--- src/rtl/riscv_fetch_pkg.sv ---
// Shared types and defaults for the instruction-fetch front end.
package riscv_fetch_pkg;

    localparam int CPU_WIDTH_DEFAULT   = 32;
    localparam int RAM_WIDTH_DEFAULT   = 31;
    localparam int FETCH_DEPTH_DEFAULT = 4;
    localparam int INSTR_BYTES         = 4;

    typedef struct packed {
        logic [RAM_WIDTH_DEFAULT-1:0] pc;
        logic [CPU_WIDTH_DEFAULT-1:0] instr;
    } fetch_entry_t;

    // Occupancy counters need one extra bit so that "full" is representable.
    function automatic int fetch_cnt_width(input int depth);
        return $clog2(depth) + 1;
    endfunction

endpackage

--- src/rtl/riscv_fetch_unit_fifo.sv ---
// Registered prefetch FIFO (no write-to-read bypass) holding {pc, instr} entries.
module fetch_fifo
    import riscv_fetch_pkg::*;
#(
    parameter int  DEPTH   = FETCH_DEPTH_DEFAULT,
    parameter type entry_t = fetch_entry_t,
    localparam int CW      = fetch_cnt_width(DEPTH)
) (
    input  logic          clk,
    input  logic          a_reset_n,
    input  logic          push,
    input  entry_t        push_data,
    input  logic          pop,
    input  logic          flush,
    output entry_t        head,
    output logic          full,
    output logic          empty,
    output logic [CW-1:0] count
);

    localparam int AW = $clog2(DEPTH);

    entry_t          mem [DEPTH];
    logic [AW-1:0]   wr_ptr;
    logic [AW-1:0]   rd_ptr;
    logic            do_push;
    logic            do_pop;

    assign full    = (count == CW'(DEPTH));
    assign empty   = (count == '0);
    assign head    = mem[rd_ptr];
    assign do_pop  = pop && !empty;
    // A push into a full FIFO is legal only when the head leaves in the same cycle.
    assign do_push = push && (!full || do_pop);

    always_ff @(posedge clk or negedge a_reset_n) begin
        if (!a_reset_n) begin
            wr_ptr <= '0;
            rd_ptr <= '0;
            count  <= '0;
            for (int i = 0; i < DEPTH; i++) begin
                mem[i] <= '0;
            end
        end else if (flush) begin
            wr_ptr <= '0;
            rd_ptr <= '0;
            count  <= '0;
        end else begin
            if (do_push) begin
                mem[wr_ptr] <= push_data;
                wr_ptr      <= wr_ptr + AW'(1);
            end
            if (do_pop) begin
                rd_ptr <= rd_ptr + AW'(1);
            end
            count <= count + CW'(do_push) - CW'(do_pop);
        end
    end

    a_no_overflow: assert property (@(posedge clk) disable iff (!a_reset_n)
        (push && !flush && full) |-> pop);

endmodule

--- src/rtl/riscv_fetch_unit.sv ---
// Instruction-fetch front end: credit-based in-order imem reads, prefetch FIFO, redirect flush.
// Optional FETCH_PERF_EN adds perf_fetched / perf_flushed event counters.
module riscv_fetch_unit
    import riscv_fetch_pkg::*;
#(
    parameter int                   CPU_WIDTH   = CPU_WIDTH_DEFAULT,
    parameter int                   RAM_WIDTH   = RAM_WIDTH_DEFAULT,
    parameter int                   FETCH_DEPTH = FETCH_DEPTH_DEFAULT,
    parameter logic [RAM_WIDTH-1:0] RESET_PC    = '0
) (
    input  logic                 clk,
    input  logic                 a_reset_n,
    output logic                 imem_req_valid,
    input  logic                 imem_req_ready,
    output logic [RAM_WIDTH-1:0] imem_req_addr,
    input  logic                 imem_rsp_valid,
    input  logic [CPU_WIDTH-1:0] imem_rsp_data,
    output logic                 dec_valid,
    input  logic                 dec_ready,
    output logic [RAM_WIDTH-1:0] dec_pc,
    output logic [CPU_WIDTH-1:0] dec_instr,
    input  logic                 redirect_valid,
    input  logic [RAM_WIDTH-1:0] redirect_pc
`ifdef FETCH_PERF_EN
    ,
    output logic [31:0]          perf_fetched,
    output logic [31:0]          perf_flushed
`endif
);

    localparam int                   CW          = fetch_cnt_width(FETCH_DEPTH);
    localparam logic [CW:0]          DEPTH_LIMIT = (CW+1)'(FETCH_DEPTH);
    localparam logic [RAM_WIDTH-1:0] PC_STEP     = RAM_WIDTH'(INSTR_BYTES);

    typedef struct packed {
        logic [RAM_WIDTH-1:0] pc;
        logic [CPU_WIDTH-1:0] instr;
    } entry_t;

    logic [RAM_WIDTH-1:0] fetch_pc;
    logic [RAM_WIDTH-1:0] rsp_pc;
    logic [RAM_WIDTH-1:0] redirect_target;
    logic [CW-1:0]        outstanding;
    logic [CW-1:0]        drop_cnt;
    logic [CW-1:0]        fifo_count;
    logic [CW:0]          credit_used;
    logic                 fifo_full;
    logic                 fifo_empty;
    logic                 req_fire;
    logic                 rsp_drop;
    logic                 rsp_keep;
    logic                 dec_pop;
    entry_t               fifo_head;
    entry_t               fifo_in;

    assign redirect_target = {redirect_pc[RAM_WIDTH-1:2], 2'b00};
    assign credit_used     = {1'b0, fifo_count} + {1'b0, outstanding};

    // Every in-flight request already owns a FIFO slot, so the FIFO can never overflow.
    assign imem_req_valid  = a_reset_n && !redirect_valid && (credit_used < DEPTH_LIMIT);
    assign imem_req_addr   = fetch_pc;
    assign req_fire        = imem_req_valid && imem_req_ready;

    assign rsp_drop        = imem_rsp_valid && (redirect_valid || (drop_cnt != '0));
    assign rsp_keep        = imem_rsp_valid && !rsp_drop;
    assign fifo_in         = '{pc: rsp_pc, instr: imem_rsp_data};

    assign dec_valid       = !fifo_empty;
    assign dec_pc          = fifo_head.pc;
    assign dec_instr       = fifo_head.instr;
    assign dec_pop         = dec_valid && dec_ready && !redirect_valid;

    fetch_fifo #(
        .DEPTH   (FETCH_DEPTH),
        .entry_t (entry_t)
    ) u_fifo (
        .clk       (clk),
        .a_reset_n (a_reset_n),
        .push      (rsp_keep),
        .push_data (fifo_in),
        .pop       (dec_pop),
        .flush     (redirect_valid),
        .head      (fifo_head),
        .full      (fifo_full),
        .empty     (fifo_empty),
        .count     (fifo_count)
    );

    always_ff @(posedge clk or negedge a_reset_n) begin
        if (!a_reset_n) begin
            fetch_pc <= RESET_PC;
            rsp_pc   <= RESET_PC;
        end else if (redirect_valid) begin
            fetch_pc <= redirect_target;
            rsp_pc   <= redirect_target;
        end else begin
            if (req_fire) begin
                fetch_pc <= fetch_pc + PC_STEP;
            end
            if (rsp_keep) begin
                rsp_pc <= rsp_pc + PC_STEP;
            end
        end
    end

    // Everything still in flight at a redirect belongs to the old path and must be dropped.
    always_ff @(posedge clk or negedge a_reset_n) begin
        if (!a_reset_n) begin
            outstanding <= '0;
            drop_cnt    <= '0;
        end else begin
            outstanding <= outstanding + CW'(req_fire) - CW'(imem_rsp_valid);
            if (redirect_valid) begin
                drop_cnt <= outstanding - CW'(imem_rsp_valid);
            end else if (imem_rsp_valid && (drop_cnt != '0)) begin
                drop_cnt <= drop_cnt - CW'(1);
            end
        end
    end

`ifdef FETCH_PERF_EN
    always_ff @(posedge clk or negedge a_reset_n) begin
        if (!a_reset_n) begin
            perf_fetched <= '0;
            perf_flushed <= '0;
        end else begin
            perf_fetched <= perf_fetched + 32'(dec_pop);
            perf_flushed <= perf_flushed + 32'(fifo_count & {CW{redirect_valid}}) + 32'(rsp_drop);
        end
    end
`endif

    a_rsp_has_outstanding: assert property (@(posedge clk) disable iff (!a_reset_n)
        imem_rsp_valid |-> (outstanding != '0));

    a_fifo_never_full_on_push: assert property (@(posedge clk) disable iff (!a_reset_n)
        (rsp_keep && fifo_full) |-> dec_pop);

endmodule
--- config.mk ---
export PLATFORM = sky130hd
export DESIGN_NAME = riscv_fetch_unit
export DESIGN_NICKNAME = d
export VERILOG_FILES = /design/src/rtl/riscv_fetch_pkg.sv /design/src/rtl/riscv_fetch_unit_fifo.sv /design/src/rtl/riscv_fetch_unit.sv
export SDC_FILE = /design/constraint.sdc
export NUM_CORES = 1
export LEC_CHECK = 0
export ABC_CLOCK_PERIOD_IN_PS = 9100
export CORE_MARGIN = 2
export CORE_UTILIZATION = 61
export DETAILED_ROUTE_END_ITERATION = 10
export PLACE_DENSITY_LB_ADDON = 0.1
export SKIP_CTS_REPAIR_TIMING = 1
export SLEW_MARGIN = 15
export SYNTH_ARGS = -nofsm -noshare
export SYNTH_HDL_FRONTEND = slang
export SYNTH_HIERARCHICAL = 1
export SYNTH_SLANG_ARGS = --single-unit
--- constraint.sdc ---
create_clock -name clk -period 9.1 [get_ports clk]
set_input_delay 1.82 -clock clk [delete_from_list [all_inputs] [get_ports clk]]
set_output_delay 1.82 -clock clk [all_outputs]
set_load 0.02 [all_outputs]
==> out/results.tsv <==
metric	value	unit
status	completed	
Initial Util	0.6201	
crit-path cells	buf_8, nand2b_1, nor3_1, clkdlybuf4s50_1	
layout cells sized above 1	0.3277	
synth warn	6	
Routed wire per std cell	20.13	µm
clock tree from TritonCTS	done	
vias per cell	5.963	
Worst-path clk slew	0.06	ns
reg2reg end	u_fifo/count[2]	
total CTS buffers	35	
Critical path origin	a_reset_n	
final hold vios	0	
Max Clock Skew	0.01280	ns
largest net degree at the start of global routing	189	
R2R setup slack	5.52	ns
fmax	184.7	MHz
core box area	0.02432	mm²
mean post-synth cell area	14.25	µm²
die height	161.2	µm
Reg2Reg Depth	13	
# DRC	0	
drt first-iter violations	610	
total iterations of the first detailed-routing run	4	
RSZ-0062 raised after global routing	false	
first-pass GRT wire length	52190	µm
Vias	9338	
Crit Path Category	in2out	
number of global-route vias before repair	9813	
Final Cycle Share	0.5948	
count of placed standard cells including taps	1506	
Crit. End Element	output pin	
Post-DRT Antenna Nets	0	
die area	0.02600	mm²
Port-buffer cells	160	
Max Buffers Root-to-Sink	3	
Leakage	8.080	nW
Final TNS setup	0	ns
synthesized area	0.01508	mm²
Placement Rows	57	
area delta synth->final	20.24	%
Final Non-Filler Cells	1566	
RR Startpoint	u_fifo/count[1]	
Mapped Cells	1058	
CP required	7.28	ns
Die Width	161.2	µm
CP peak stage delay	0.66	ns
I/O pin cnt	165	
H-Tree Depth	2	
Ant. Diodes	0	
final net count	1306	
initial antenna violation count	0	
clock root buffer master	clkbuf_16	
worst-margin pin slew	1.030	ns
GRT overflow	0	
Period minus WS final	5.413	ns
worst-path fanout max	79	
pwr/cell area	237.9	mW/mm²
final setup fails	0	
CP Launch Type	primary input	
clk_lat worst skew	0.51	ns
CP Data Arrival Time	3.59	ns
drt total wl	31520	µm
Tightest Hold Check Type	reg2reg	
end of the critical path	imem_req_valid	
slowest stage cell, crit path	clkdlybuf4s50_1	
Max IR drop VDD	154.9	µV
All-Layer GR Usage	0.2530	
Max Cap Viol	0	
global placement routability congestion	0.8833	
Post-DP HPWL	19980	µm
Slew Limit Fails	0	
Slew HR	0.3133	
clk sinks	323	
[worst max-delay path, delay by kind of cell]
family,cells,cell delay [ns]
and+or+nand+nor,2,0.62
buffers and inverters,2,1.10
[sequential cells by signal, summed over array words and instances (netlist names)]
| register | cells |
|---|---|
| drop_cnt | 3 |
| rsp_pc | 29 |
| u_fifo/mem | 252 |
| u_fifo/rd_ptr | 2 |
| imem_req_addr | 29 |
| u_fifo/count | 3 |
| u_fifo/wr_ptr | 2 |
| outstanding | 3 |
[cells in the final DEF (no fill, tap or decap), types with 18 or more instances in the layout]
cell	count
clkdlybuf4s50_1	158
nand3_1	18
inv_1	30
xor2_1	20
o21ai_0	21
nand2_1	47
xnor2_1	24
mux2_2	259
dfrtp_1	321
mux4_2	63
nand4_1	20
nor2_1	23
clkbuf_16	37
[metrics by stage]
step           worst slack, ns  area, µm²  total power [W]  hold slack, ns  utilization
2_1_floorplan            4.476      15110         0.002463          0.4526            -
3_3_place_gp             3.652      17010         0.002923          0.4653       0.6993
3_5_place_dp             3.682      17010         0.002959          0.4705       0.6993
4_1_cts                  3.636      18130         0.004357          0.4844       0.7456
5_1_grt                  3.515      18130         0.004515          0.4926       0.7456
6_report                 3.687      18130         0.004314          0.4852       0.7456
[cell type report]
type                       count  area, µm²
sequential                   323       8088
multi-input combinational    657       6696
fill                        1560       6187
timing repair buffer         172       1704
clock buffer                  50       1015
tap                          324      405.4
inverter                      30      112.6
clock inverter                10      111.4
[power breakdown]
part	switching, W	internal (W)	leakage [nW]
combinational	0.000494	0.000618	3.26
sequential	0.000158	0.00166	4.27
clock	0.000551	0.000833	0.544
total	0.00120	0.00311	8.08
[metal layers]
layer	wire (µm)	up-vias	GRT usage
met1	13950	4815	0.3644
li1	-	4194	-
met4	661	0	0.07508
met2	15410	279	0.4095
met3	1504	50	0.03518
met5	0	-	0
[worst min-delay path by stage]
stage                   start             end  slack [ns]  cells past startpoint
6_report        u_fifo/mem[9]   u_fifo/mem[9]        0.49                      1
5_1_grt        u_fifo/mem[13]  u_fifo/mem[13]        0.49                      1
4_1_cts         u_fifo/mem[9]   u_fifo/mem[9]        0.48                      1
3_5_place_dp    u_fifo/mem[9]   u_fifo/mem[9]        0.47                      1
3_3_place_gp    u_fifo/mem[7]   u_fifo/mem[7]        0.47                      1
2_1_floorplan  u_fifo/mem[10]  u_fifo/mem[10]        0.45                      1
No activity file was read; power rests on OpenSTA's default activity.
